File: src/rtl/sub_pkg.sv
// Shared definitions for the bit-serial subtractor slice.
//   state_t   : FSM state encoding (IDLE / RUN / DONE)
//   cnt_width : width of the bit counter for an N-bit operand, never below 1
package sub_pkg;

  typedef enum logic [1:0] {
    ST_IDLE = 2'd0,
    ST_RUN  = 2'd1,
    ST_DONE = 2'd2
  } state_t;

  // Counter must hold values 0..N, so $clog2(N+1); clamp to 1 bit for tiny N.
  function automatic int unsigned cnt_width(input int unsigned n);
    int unsigned w;
    w = $clog2(n + 1);
    return (w == 0) ? 1 : w;
  endfunction

endpackage

File: src/rtl/full_subtractor.sv
// One-bit full subtractor built from gate primitives, purely combinational.
//   d  : difference bit  x ^ y ^ bi
//   bo : borrow out      (~x & y) | (~(x ^ y) & bi)
//   x  : minuend bit
//   y  : subtrahend bit
//   bi : borrow in
module full_subtractor (
  output logic d,
  output logic bo,
  input  logic x,
  input  logic y,
  input  logic bi
);

  logic xy;
  logic nx;
  logic nxy;
  logic t_lo;
  logic t_eq;

  xor g_xy  (xy, x, y);
  xor g_d   (d, xy, bi);
  not g_nx  (nx, x);
  and g_lo  (t_lo, nx, y);
  not g_nxy (nxy, xy);
  and g_eq  (t_eq, nxy, bi);
  or  g_bo  (bo, t_lo, t_eq);

endmodule

File: src/rtl/serial_subtractor.sv
// Bit-serial subtractor: diff = a0 - a1 - bi (mod 2^N), one bit per clock,
// LSB first, through a single full-subtractor cell and a registered borrow.
//   clk   : rising-edge clock
//   rst_n : asynchronous active-low reset
//   start : request, accepted whenever not busy (IDLE or DONE)
//   a0    : minuend, captured on accepted start
//   a1    : subtrahend, captured on accepted start
//   bi    : borrow-in, captured on accepted start
//   busy  : high while bits are being processed (RUN)
//   done  : one-cycle pulse when diff/bo become valid (DONE)
//   diff  : result, held until the next completion
//   bo    : final borrow-out, held with diff
module serial_subtractor
  import sub_pkg::*;
#(
  parameter int unsigned N = 4
) (
  input  logic         clk,
  input  logic         rst_n,
  input  logic         start,
  input  logic [N-1:0] a0,
  input  logic [N-1:0] a1,
  input  logic         bi,
  output logic         busy,
  output logic         done,
  output logic [N-1:0] diff,
  output logic         bo
);

  localparam int unsigned CW = cnt_width(N);

  state_t         state;
  state_t         state_nxt;
  logic [N-1:0]   a0_sr;
  logic [N-1:0]   a1_sr;
  logic [N-1:0]   res_sr;
  logic [N-1:0]   res_nxt;
  logic           borrow;
  logic           d_bit;
  logic           b_nxt;
  logic [CW-1:0]  cnt;
  logic           accept;
  logic           last;

  full_subtractor u_fs (
    .d  (d_bit),
    .bo (b_nxt),
    .x  (a0_sr[0]),
    .y  (a1_sr[0]),
    .bi (borrow)
  );

  always_comb begin
    accept  = start && (state != ST_RUN);
    last    = (cnt == CW'(N - 1));
    // New bit enters at the MSB; after N shifts bit 0 of the result sits at the LSB.
    res_nxt = N'({d_bit, res_sr} >> 1);
  end

  always_ff @(posedge clk or negedge rst_n) begin
    if (!rst_n) begin
      state <= ST_IDLE;
    end else begin
      state <= state_nxt;
    end
  end

  always_comb begin
    state_nxt = state;
    busy      = 1'b0;
    done      = 1'b0;
    case (state)
      ST_IDLE: begin
        if (start) state_nxt = ST_RUN;
      end
      ST_RUN: begin
        busy = 1'b1;
        if (last) state_nxt = ST_DONE;
      end
      ST_DONE: begin
        done      = 1'b1;
        state_nxt = start ? ST_RUN : ST_IDLE;
      end
      default: state_nxt = ST_IDLE;
    endcase
  end

  // Operands are only sampled on an accepted start, so X on the inputs at
  // any other time never reaches the datapath.
  always_ff @(posedge clk or negedge rst_n) begin
    if (!rst_n) begin
      a0_sr  <= '0;
      a1_sr  <= '0;
      res_sr <= '0;
      borrow <= 1'b0;
      cnt    <= '0;
      diff   <= '0;
      bo     <= 1'b0;
    end else if (accept) begin
      a0_sr  <= a0;
      a1_sr  <= a1;
      borrow <= bi;
      cnt    <= '0;
    end else if (state == ST_RUN) begin
      a0_sr  <= a0_sr >> 1;
      a1_sr  <= a1_sr >> 1;
      res_sr <= res_nxt;
      borrow <= b_nxt;
      cnt    <= cnt + CW'(1);
      if (last) begin
        diff <= res_nxt;
        bo   <= b_nxt;
      end
    end
  end

endmodule

File: config.mk
export PLATFORM = sky130hd
export DESIGN_NAME = serial_subtractor
export DESIGN_NICKNAME = d
export VERILOG_FILES = /design/src/rtl/sub_pkg.sv /design/src/rtl/full_subtractor.sv /design/src/rtl/serial_subtractor.sv
export SDC_FILE = /design/constraint.sdc
export NUM_CORES = 1
export LEC_CHECK = 0
export CAP_MARGIN = 10
export CELL_PAD_IN_SITES_DETAIL_PLACEMENT = 1
export CELL_PAD_IN_SITES_GLOBAL_PLACEMENT = 2
export CORE_UTILIZATION = 34
export CTS_CLUSTER_DIAMETER = 40
export DETAILED_ROUTE_END_ITERATION = 7
export PLACE_DENSITY = 0.8
export REMOVE_ABC_BUFFERS = 1
export SYNTH_ARGS = -nofsm -noshare
export SYNTH_HDL_FRONTEND = slang
export SYNTH_SLANG_ARGS = --single-unit
File: constraint.sdc
create_clock -name clk -period 1.9 [get_ports clk]
set_input_delay 0.57 -clock clk [delete_from_list [all_inputs] [get_ports clk]]
set_output_delay 0.57 -clock clk [all_outputs]
set_load 0.02 [all_outputs]
==> impl_results.md <==
- Status: finished, violations left
- Failing checks: design-rule violations
- Power Dens Cells: between 1000 and 1500 nW/µm²
- Post-synthesis register bit count: 22
- Critical path required time: about 1.3 ns
- CP Cell Sequence: clkdlybuf4s50_1
- Fin. max-slew vios: 0
- Area grow syn2layout: 25.8%
- Gate Count Post-Synth: 70
- Crit path DAT: between 1 and 1.5 ns
- Mean Syn Cell Area: 14.5 µm²
- Via density per instance: 4.92
- CP Class: reg2out
- First-pass GRT wire length: 3080 µm
- Num CTS Buffers: 3
- Setup TNS: 0 ns
- Worst path slowest cell: clkdlybuf4s50_1
- Die Wd: 56.7 µm
- Clk_lat worst skew: 0.29 ns
- Post-CTS Setup Bufs: 0
- Most common cell after layout, fill and taps aside: dfrtp_1
- Fmax: approximately 540 MHz
- Seq/Total Area, Yosys: between 50% and 60%
- Reg area: 551 µm²
- CTS H-tree lvls: 1
- Final non-filler cell area: 1280 µm²
- PortBufs: 18
- Residual DRC: 4
- Clk buf depth: 2
- Cts hold-fix bufs: 0
- HP Class: reg2reg
- Commonest cells after routing, fill and taps aside: 22 x dfrtp_1, 16 x clkdlybuf4s50_1, 11 x mux2_2, 7 x inv_1, 7 x mux2i_1
- Post-route antenna net violation count: 0
- IO Pins: 19
- Final Hold Violating Endpoints: 0
- Fillers: 283
- Layout net count: 111
- Clk_skew: 0.00220 ns
- Die Span Y: 56.7 µm
- Die ar.: about 3200 µm²
- Routability cong.: 0.662
- Worst Path Buf+Inv: 1
- Setup crit end kind: output pin
- Multi-input gate area: between 400 and 500 µm²
- Worst vdd ir: 0.570 mV
- Total global routing overflow: 0
- Leak Pwr: about 0.61 nW
- Crit Path Max Fanout: 2
- CORE AREA: 2810 µm²
- Period utilisation layout: a little over nine tenths
- Share of layout cells above drive strength 1: 28.7%
- Routed wire per std cell: 13.6 µm
- Post-DP HPWL: 1300 µm
- Worst-path clk slew: 0.11 ns
- # diodes: 0
- Total routed wirelength: 1690 µm
- Initial DRC count: 14
- Largest net degree at the start of global routing: 23
- Clock Tree Root: clkbuf_4
- Setup-failing EPs final: 0
- Startpoint Class: flip-flop
- First drt pass iteration count: 6
- Mapped cell area: between 1000 and 1500 µm²
- Slew margin rel.: 80.0%
- Rows: 19
- Ys Warns: 0
- CTS sink count: 22
- RSZ-0062 raised after global routing: false
- Number of global-route vias before repair: 648
- Post-layout minimum cycle time: around 1.8 ns
- Placed Area: 1260 µm²
- GRT Total Usage: around an eighth
- CTS tree: done
- Starting Density: a little over a third
- Synth cell types: 15
- CP max stage delay: 0.61 ns
- Max_cap viols: 0
- Initial antenna violation count: 0
- Worst-Margin Slew: 0.299 ns
- Vias: between 600 and 700
- Delay-heaviest family, CP: buffers and inverters
==> cells by family after synthesis <==
| family | share of synthesized area, % |
|---|---|
| compound gates | 0.615 |
| buf+inv | 4.80 |
| flops | 54.1 |
| fa+ha+maj | 4.43 |
| mux | 31.2 |
| simple gates | 4.80 |
==> worst paths after layout <==
| kind | endpoint | slack (ns) | depth (start not counted) | startpoint |
|---|---|---|---|---|
| max | diff[0] | 0.06 | 1 | diff[0] |
| min in group asynchronous | state[1] | 0.62 | 2 | rst_n |
| min | cnt[0] | 0.50 | 1 | cnt[0] |
| max reg2reg | diff[1] | 0.33 | 4 | cnt[0] |
| max in group asynchronous | a0_sr[1] | 1.06 | 2 | rst_n |
| min reg2reg | cnt[0] | 0.50 | 1 | cnt[0] |
==> area by class of cell <==
| cell class | count | share of cell area, % |
|---|---|---|
| Tap cell | 31 | 3.03 |
| Sequential cell | 22 | 43.0 |
| Clock buffer | 3 | 1.76 |
| Multi-Input combinational cell | 39 | 32.6 |
| Timing Repair Buffer | 23 | 17.5 |
| Inverter | 7 | 2.05 |
==> what timing repair did <==
item,4_1_cts,5_1_grt
gates cloned,0,0
resized for setup,2,2
setup endpoints to repair,2,1
==> flip-flops by register name (all words and copies together) (netlist names) <==
register  count
a0_sr         4
diff          4
state         2
borrow        1
a1_sr         4
res_sr        3
bo            1
cnt           3
==> Yosys cell counts <==
cell / number / area, µm²
nand3b_1: 1 / 7.51
nand2b_2: 1 / 8.76
fa_1: 1 / 20.0
mux2i_1: 7 / 70.1
mux2_2: 11 / 124
nand2b_1: 2 / 12.5
mux2_1: 3 / 33.8
nor2b_1: 2 / 12.5
dfrtp_1: 22 / 551
buf_6: 2 / 22.5
inv_1: 7 / 26.3
mux2_4: 6 / 90.1
o22ai_1: 1 / 6.26
nor2_1: 2 / 7.51
ha_1: 2 / 25.0
==> through the flow <==
step / hold slack (ns) / worst slack, ns / power, mW / utilization (%) / instances
2_1_floorplan: 0.274 / 0.402 / 1.40 / - / 68
3_3_place_gp: 0.463 / -0.0576 / 1.72 / 45.0 / 122
3_5_place_dp: 0.485 / -0.0835 / 1.76 / 45.0 / 122
4_1_cts: 0.504 / 0.00107 / 1.96 / 45.8 / 125
5_1_grt: 0.518 / 0.00831 / 2.07 / 45.6 / 125
6_report: 0.504 / 0.0621 / 1.91 / 45.6 / 125
==> where the power goes <==
part	switching, mW	total (mW)	internal (mW)	leakage (nW)
Sequential	0.123	0.807	0.684	0.267
Clock	0.126	0.200	0.0737	0.0138
Combinational	0.389	0.906	0.517	0.333
Total	0.637	1.91	1.27	0.614
==> metal layers <==
| metal | up-vias | global-route usage, % | wire length (µm) |
|---|---|---|---|
| met4 | 0 | 4.29 | 13 |
| met3 | 2 | 2.07 | 71 |
| li1 | 284 | - | - |
| met5 | - | 0 | 0 |
| met2 | 11 | 20.1 | 821 |
| met1 | 318 | 17.5 | 787 |
Note: power is estimated with default switching activity, not from simulation.
